**config.mk**
```make
export PLATFORM = sky130hd
export DESIGN_NAME = mem_access_ctrl
export DESIGN_NICKNAME = d
export VERILOG_FILES = /design/src/rtl/mem_access_ctrl.sv
export SDC_FILE = /design/constraint.sdc
export NUM_CORES = 1
export LEC_CHECK = 0
export BUFFER_PORTS_ARGS = -buffer_cell sky130_fd_sc_hd__buf_2
export CORE_MARGIN = 2
export CORE_UTILIZATION = 45
export CTS_BUF_LIST = sky130_fd_sc_hd__clkbuf_16
export CTS_CLUSTER_DIAMETER = 100
export DETAILED_ROUTE_END_ITERATION = 10
export GPL_ROUTABILITY_DRIVEN = 1
export MAX_ROUTING_LAYER = met4
export PLACE_DENSITY = 0.79
export SLEW_MARGIN = 0
export SYNTH_ARGS = -nofsm -noshare
export SYNTH_HDL_FRONTEND = slang
export SYNTH_SLANG_ARGS = --single-unit
```
**constraint.sdc**
```tcl
create_clock -name clk -period 3.8 [get_ports clk]
set_clock_uncertainty 0.1 [all_clocks]
set_input_delay 0.38 -clock clk [delete_from_list [all_inputs] [get_ports clk]]
set_output_delay 0.38 -clock clk [all_outputs]
set_load 0.02 [all_outputs]
```
**src/rtl/mem_access_ctrl.sv**
```systemverilog
// MEM-stage load/store unit: decodes MIPS byte/half/word loads and stores and
// drives a request/acknowledge data port with lane-aligned data and byte enables.
module mem_access_ctrl #(
   parameter int ADDR_W  = 32,
   parameter int TIMEOUT = 16
) (
   input  logic              clk,
   input  logic              reset,
   input  logic              valid_in,
   input  logic [31:0]       ins_in,
   input  logic [ADDR_W-1:0] addr_in,
   input  logic [31:0]       wdata_in,
   output logic              ready_out,
   output logic              mem_req,
   output logic              mem_we,
   output logic [3:0]        mem_be,
   output logic [ADDR_W-1:0] mem_addr,
   output logic [31:0]       mem_wdata,
   input  logic              mem_ack,
   input  logic [31:0]       mem_rdata,
   output logic [31:0]       rdata_out,
   output logic              rdata_valid,
   output logic              sw,
   output logic              misalign_err,
   output logic              timeout_err
);
   localparam logic [5:0] OP_LB  = 6'b100000;
   localparam logic [5:0] OP_LH  = 6'b100001;
   localparam logic [5:0] OP_LW  = 6'b100011;
   localparam logic [5:0] OP_LBU = 6'b100100;
   localparam logic [5:0] OP_LHU = 6'b100101;
   localparam logic [5:0] OP_SB  = 6'b101000;
   localparam logic [5:0] OP_SH  = 6'b101001;
   localparam logic [5:0] OP_SW  = 6'b101011;

   localparam logic [0:0] ST_IDLE = 1'b0;
   localparam logic [0:0] ST_BUSY = 1'b1;

   localparam logic [1:0] SZ_BYTE = 2'd0;
   localparam logic [1:0] SZ_HALF = 2'd1;
   localparam logic [1:0] SZ_WORD = 2'd2;

   // Counter only ever needs to hold 0..TIMEOUT-1; abort fires on the last value.
   localparam int CNT_W = (TIMEOUT > 1) ? $clog2(TIMEOUT) : 1;
   localparam logic [CNT_W-1:0] TO_LAST = CNT_W'((TIMEOUT > 0) ? TIMEOUT - 1 : 0);

   logic [0:0]        state_reg;
   logic [5:0]        op_reg;
   logic [1:0]        off_reg;
   logic [ADDR_W-1:0] addr_reg;
   logic [3:0]        be_reg;
   logic [31:0]       wdata_reg;
   logic              we_reg;
   logic [CNT_W-1:0]  cnt_reg;
   logic [31:0]       rdata_reg;
   logic              rvalid_reg;
   logic              mis_reg;
   logic              to_reg;

   logic [5:0]  op_dec;
   logic        is_mem;
   logic        is_store;
   logic [1:0]  size_dec;
   logic        aligned;
   logic [3:0]  be_dec;
   logic [31:0] wdata_dec;
   logic [7:0]  rd_byte [4];
   logic [7:0]  sel_byte;
   logic [15:0] sel_half;
   logic [31:0] load_data;
   logic        unused_ins;

   assign op_dec     = ins_in[31:26];
   assign unused_ins = ^ins_in[25:0];

   always_comb begin
      is_mem   = 1'b1;
      is_store = 1'b0;
      size_dec = SZ_BYTE;
      case (op_dec)
         OP_LB, OP_LBU: size_dec = SZ_BYTE;
         OP_LH, OP_LHU: size_dec = SZ_HALF;
         OP_LW:         size_dec = SZ_WORD;
         OP_SB: begin
            is_store = 1'b1;
            size_dec = SZ_BYTE;
         end
         OP_SH: begin
            is_store = 1'b1;
            size_dec = SZ_HALF;
         end
         OP_SW: begin
            is_store = 1'b1;
            size_dec = SZ_WORD;
         end
         default: is_mem = 1'b0;
      endcase
   end

   always_comb begin
      aligned = 1'b1;
      be_dec  = 4'b1111;
      case (size_dec)
         SZ_BYTE: be_dec = 4'b0001 << addr_in[1:0];
         SZ_HALF: begin
            be_dec  = 4'b0011 << addr_in[1:0];
            aligned = ~addr_in[0];
         end
         default: aligned = (addr_in[1:0] == 2'b00);
      endcase
   end

   // Per-lane store replication and read-lane split.
   for (genvar gi = 0; gi < 4; gi++) begin : g_lane
      assign wdata_dec[8*gi +: 8] = (size_dec == SZ_BYTE) ? wdata_in[7:0] :
                                    (size_dec == SZ_HALF) ? wdata_in[8*(gi%2) +: 8] :
                                                            wdata_in[8*gi +: 8];
      assign rd_byte[gi] = mem_rdata[8*gi +: 8];
   end

   always_comb begin
      sel_byte = rd_byte[off_reg];
      sel_half = off_reg[1] ? mem_rdata[31:16] : mem_rdata[15:0];
      case (op_reg)
         OP_LB:   load_data = {{24{sel_byte[7]}}, sel_byte};
         OP_LBU:  load_data = {24'd0, sel_byte};
         OP_LH:   load_data = {{16{sel_half[15]}}, sel_half};
         OP_LHU:  load_data = {16'd0, sel_half};
         default: load_data = mem_rdata;
      endcase
   end

   always_ff @(posedge clk or posedge reset) begin
      if (reset) begin
         state_reg  <= ST_IDLE;
         op_reg     <= '0;
         off_reg    <= '0;
         addr_reg   <= '0;
         be_reg     <= '0;
         wdata_reg  <= '0;
         we_reg     <= 1'b0;
         cnt_reg    <= '0;
         rdata_reg  <= '0;
         rvalid_reg <= 1'b0;
         mis_reg    <= 1'b0;
         to_reg     <= 1'b0;
      end else begin
         rvalid_reg <= 1'b0;
         mis_reg    <= 1'b0;
         to_reg     <= 1'b0;
         case (state_reg)
            ST_IDLE: begin
               if (valid_in && is_mem) begin
                  if (aligned) begin
                     op_reg    <= op_dec;
                     off_reg   <= addr_in[1:0];
                     addr_reg  <= {addr_in[ADDR_W-1:2], 2'b00};
                     be_reg    <= be_dec;
                     wdata_reg <= wdata_dec;
                     we_reg    <= is_store;
                     cnt_reg   <= '0;
                     state_reg <= ST_BUSY;
                  end else begin
                     mis_reg <= 1'b1;
                  end
               end
            end
            ST_BUSY: begin
               // An ack in the final counted cycle wins over the timeout.
               if (mem_ack) begin
                  state_reg <= ST_IDLE;
                  if (!we_reg) begin
                     rdata_reg  <= load_data;
                     rvalid_reg <= 1'b1;
                  end
               end else if (TIMEOUT != 0 && cnt_reg == TO_LAST) begin
                  state_reg <= ST_IDLE;
                  to_reg    <= 1'b1;
               end else begin
                  cnt_reg <= cnt_reg + 1'b1;
               end
            end
            default: state_reg <= ST_IDLE;
         endcase
      end
   end

   assign ready_out    = (state_reg == ST_IDLE);
   assign mem_req      = (state_reg == ST_BUSY);
   assign mem_we       = we_reg;
   assign mem_be       = be_reg;
   assign mem_addr     = addr_reg;
   assign mem_wdata    = wdata_reg;
   assign rdata_out    = rdata_reg;
   assign rdata_valid  = rvalid_reg;
   assign misalign_err = mis_reg;
   assign timeout_err  = to_reg;
   assign sw = (state_reg == ST_BUSY) ? (op_reg == OP_SW) : (valid_in && op_dec == OP_SW);
endmodule

```
---- Yosys cells after proc, flatten, opt, wreduce, memory -nomap -nowiden ----
Cells that the tools add are included.
operators by class
  multipliers ............................. 0
  muxes and demuxes ....................... 35
  bitwise operators ....................... 4
  shift-type cells ........................ 2
  equal/unequal tests ..................... 19
  divide/modulo/power cells ............... 0
  $add $sub $neg .......................... 1
  reductions and logical operators ........ 11
  order comparisons ....................... 1
operators by type and width
  operator             count
  $pmux 32 s4          1
  $eq 6x6->1 const B   13
  $mux 8               7
  $bmux 8 s2           1
  $mux 1               16
  $mux 16              1
  $mux 4               4
  $pmux 4 s2           2
  $reduce_or 8->1      1
  $reduce_and 3->1     2
  $reduce_or 3->1      2
  $add 4x1->4 const B  1
  $eq 4x4->1 const B   1
  $logic_not 2->1      2
  $ne 2x1->1 const B   2
  $ne 2x2->1 const B   2
  $pmux 1 s2           2
  $pmux 2 s2           1
  $reduce_and 4->1     1
  $shl 1x2->4 const A  1
  $shl 2x2->4 const A  1
  $ge 3x3->1 const B   1
  $not 1->1            3
  $not 2->3            1
  3 further kinds      4
word-level totals
  bits of input ports ..................... 132
  bits in writable memories ............... 0
  memories kept ........................... 0
  register bits ........................... 115
  latch bits .............................. 0
  output and inout port bits .............. 107
  bits in read-only memories .............. 0
  word-level logic and storage cells ...... 85

---- Logic depth before layout (Yosys ltp) ----
  word-level depth ........................ 8
  mapped depth ............................ 8
  mapped depth without buffers ............ 6

---- Worst setup path before layout ----
Ideal clock, no wire load.
  path kind ............................... register to register
  start ................................... register state_reg, in the netlist mem_req
  end ..................................... register wdata_reg[17], in the netlist mem_wdata[17]
  path slack .............................. 1.842 ns
  cell stages (with the launch flop) ...... 6
  required time ........................... 3.577 ns
  path buffers ............................ 0
  clock period less this slack ............ 1.958 ns
  arrival ................................. 1.736 ns
  cells stage by stage .................... dfrtp_1 > and4bb_2 > o21ai_4 > nor4_2 > or2b_1 > o221a_2
on the way
  cells in the longest elaborated chain, start to end .. 2
RTL lines
  what                               RTL line  source
  start: declaration                 47        logic [0:0] state_reg;
  start signal: assignment           135       state_reg <= ST_IDLE;
  start signal: assignment           162       state_reg <= ST_BUSY;
  start signal: assignment           171       state_reg <= ST_IDLE;
  $not 1->1                          -
  $reduce_and 3->1 (no source line)  -
  end signal: assignment             159       wdata_reg <= wdata_dec;
  end: declaration                   52        logic [31:0] wdata_reg;
Every way passes these cells.
A chain may end at the register's enable or synchronous reset.

---- Final worst setup path ----
  start ................................... register state_reg, in the netlist mem_req
  end ..................................... register rdata_reg[24], in the netlist rdata_out[24]
on the way
  cells in the longest elaborated chain, start to end .. 1
RTL lines
  what                               RTL line  source
  $reduce_and 3->1 (no source line)  -
  end signal: assignment             173       rdata_reg <= load_data;
  end: declaration                   55        logic [31:0] rdata_reg;
Every way passes these cells.

==> run_results.csv <==
group,metric,value,unit
timing,setup_violations,0,
clock_tree,post_cts_resized,0,
layout,syn2layout_area_growth,33.8,%
synthesis,synth_cells,549,
synthesis,synth_top_area_cell,"dfrtp_1",
synthesis,ys.flop_type,"dfrtp_1",
layout,drive_gt1_share,36.0,%
synthesis,ys_types,53,
synthesis,synth_edf_count,0,
setup_path,worstPathRequired,4040,ps
timing,period_share,66.4,%
setup_path,cp.arrival,2760,ps
timing,finalHoldViolations,0,
setup_path,crit_fanout,33,
power,leakage,3.70,nW
flow_run,drv_cap,0,
clock_tree,cts_tree,"built",
route,drc_errors,0,
floorplan,die_h,112,um
floorplan,initial_utilization,46.0,%
setup_path,crit_top_cell,"nand2_1",
synthesis,seq_area_frac_synth,54.7,%
synthesis,netlist.area_leader.share,54.7,%
synthesis,synthArstFlopShare,100,%
setup_path,crit_slowest_cell,"a211oi_4",
status,status,"finished, final reports clean",
timing,slew_violations,0,
clock_tree,clkLatencyLatePin,410,ps
clock_tree,htreeDepth,4,
placement,hpwl,10800,um
clock_tree,postCtsSetupRepairBufs,0,
clock_tree,cts.clk_slew.worst_paths,60,ps
timing,grt_setup_unrepaired,"no",
synthesis,yosysWarnings,0,
layout,finalNetCount,883,
setup_path,cp_cell_sequence,"nand2_1, or2_2, clkinv_2, nand2_1, a211oi_4, a221o_1",
setup_path,cp_num_buf_inv,1,
timing,worst_pin_slew,1060,ps
power,power,0.00509,W
layout,mostFrequentLayoutCell,"buf_2",
clock_tree,cts-buffers-inserted,17,
route,num_vias,4994,
setup_path,critical-path-top-delay-family,"compound AO/OA/AOI/OAI gates",
route,drtAntennaViolNets,0,
timing,relSlewSlack,28.9,%
grt,grt_antenna_before_repair,3,
clock_tree,clockBufferDepth,2,
clock_tree,postCtsHoldBufs,0,
route,drt_wl_total,14800,um
floorplan,io_pins,239,
grt,grt_pass1_vias,5048,
floorplan,core_area,11400,um^2
setup_path,critPathKind,"flop to flop",
synthesis,synth.avg_cell_area,9.57,um^2
route,vias_per_cell,5.49,
grt,grt_pass1_wl,24400,um
clock_tree,cts_sinks,115,
route,drt_iter0_drc,514,
grt,grtUsageTotal,25.2,%
synthesis,synth_seq_cells,115,
floorplan,dieArea,12600,um^2
grt,overflow,0,
setup_path,end_kind,"flop",
timing,tns,0,ps
setup_path,critPathLaunchType,"flop",
layout,utilization,61.6,%
power,peakVddDrop,0.473,mV
floorplan,rows,39,
power,powerDensity,723,nW/um^2
placement,gp_congestion,0.880,
layout,layout_common_cells,"210 x buf_2, 187 x nand2_1, 115 x dfrtp_1",
placement,io_buffers,210,
clock_tree,cts-root-buf,"clkbuf_16",
synthesis,synth_area_leaders,"dfrtp_1 55%, nand2_1 13%, a221o_1 3.0%",
floorplan,die_x,112,um
route,drt_pass1_iterations,5,
min_path,holdCritPathClass,"input pin to flop",
route,drt-wirelength-per-cell,16.3,um
timing,clock.fmax,396,MHz
grt,grt_max_degree,83,
timing,finalCriticalPeriod,2520,ps
setup_path,crit_path_max_incr_delay,640,ps
synthesis,synthesis.area,5260,um^2
## tightest hold or removal path, cell delays in order
cell and delay, ps:
buf_2 80, nand2_1 40, nand2_1 40
## layer usage
layer	share of wire, %	track usage [%]	wire length, um
met3	8.7	7.13	1290
met2	48	39.4	7130
met4	2.6	11.5	380
met1	41	30.7	6030
met5	0	-	0
## final cells by class
class | instances | area (um^2)
Antenna cell | 3 | 7.51
Multi-Input combinational cell | 394 | 2150
Clock buffer | 17 | 425
Fill cell | 981 | 4380
Tap cell | 143 | 179
Timing Repair Buffer | 218 | 1110
Inverter | 4 | 18.8
Sequential cell | 115 | 2880
Clock inverter | 15 | 262
## power by group
group / internal, W / switching (W)
registers: 0.00157 / 0.000213
clock network: 0.00129 / 0.000566
logic: 0.000546 / 0.000904
total: 0.00340 / 0.00168
## path summary, 6_finish.rpt
check / from / end / slack [ps] / cells past startpoint
worst min-delay path: addr_in[14] / mem_addr[14]$_DFFE_PP0P_ / 50 / 3
worst min register to register: mem_be[0]$_DFFE_PP0P_ / mem_be[0]$_DFFE_PP0P_ / 370 / 1
worst max-delay path: mem_req$_DFF_PP0_ / rdata_out[24]$_DFFE_PP0P_ / 1280 / 6
worst max register to register: mem_req$_DFF_PP0_ / rdata_out[24]$_DFFE_PP0P_ / 1280 / 6
max in group asynchronous: reset / mem_addr[30]$_DFFE_PP0P_ / 2640 / 3
min in group asynchronous: reset / rdata_out[5]$_DFFE_PP0P_ / 90 / 2
## per-stage QoR
stage	instances	hold slack [ps]	worst slack, ps	area [um^2]
after floorplan	550	363	276	5260
after global placement	874	350	1240	6340
after detailed placement	874	359	1130	6340
after CTS	906	36.2	1310	7030
after global routing	909	51.2	1120	7040
final	909	53.4	1280	7040
## cell usage after synthesis (2+ instances only)
cell and instances:
nand2_2 2, o21ai_0 13, nor2b_1 3, o21ai_1 15, a21oi_1 23, dfrtp_1 115, a22oi_1 2, buf_6 5
a32oi_1 2, mux2i_1 3, buf_2 14, nand4b_1 2, nand2_1 187, nand3_1 5, nand2b_1 9, mux2_2 6
nor2_1 18, o221a_2 5, a21o_1 3, a221o_1 16, a211o_1 2, nor3_1 9, a211oi_4 2, clkbuf_1 12
or2b_1 3, o22a_1 2, a31oi_1 7, xor2_1 2, o22ai_1 15, buf_4 5, a221oi_1 9, inv_1 3
and3_1 10
## cell families after synthesis
family,Yosys count,share of synthesized area (%)
xor gates and xnor gates,3,0.500
and+or+nand+nor,256,21.0
muxes,10,2.29
buffers and inverters,41,4.36
adders and majority gates,1,0.238
other,1,0.0713
AOI/OAI and AO/OA,122,16.8
DFF,115,54.7
(Power assumes the default switching activity.)
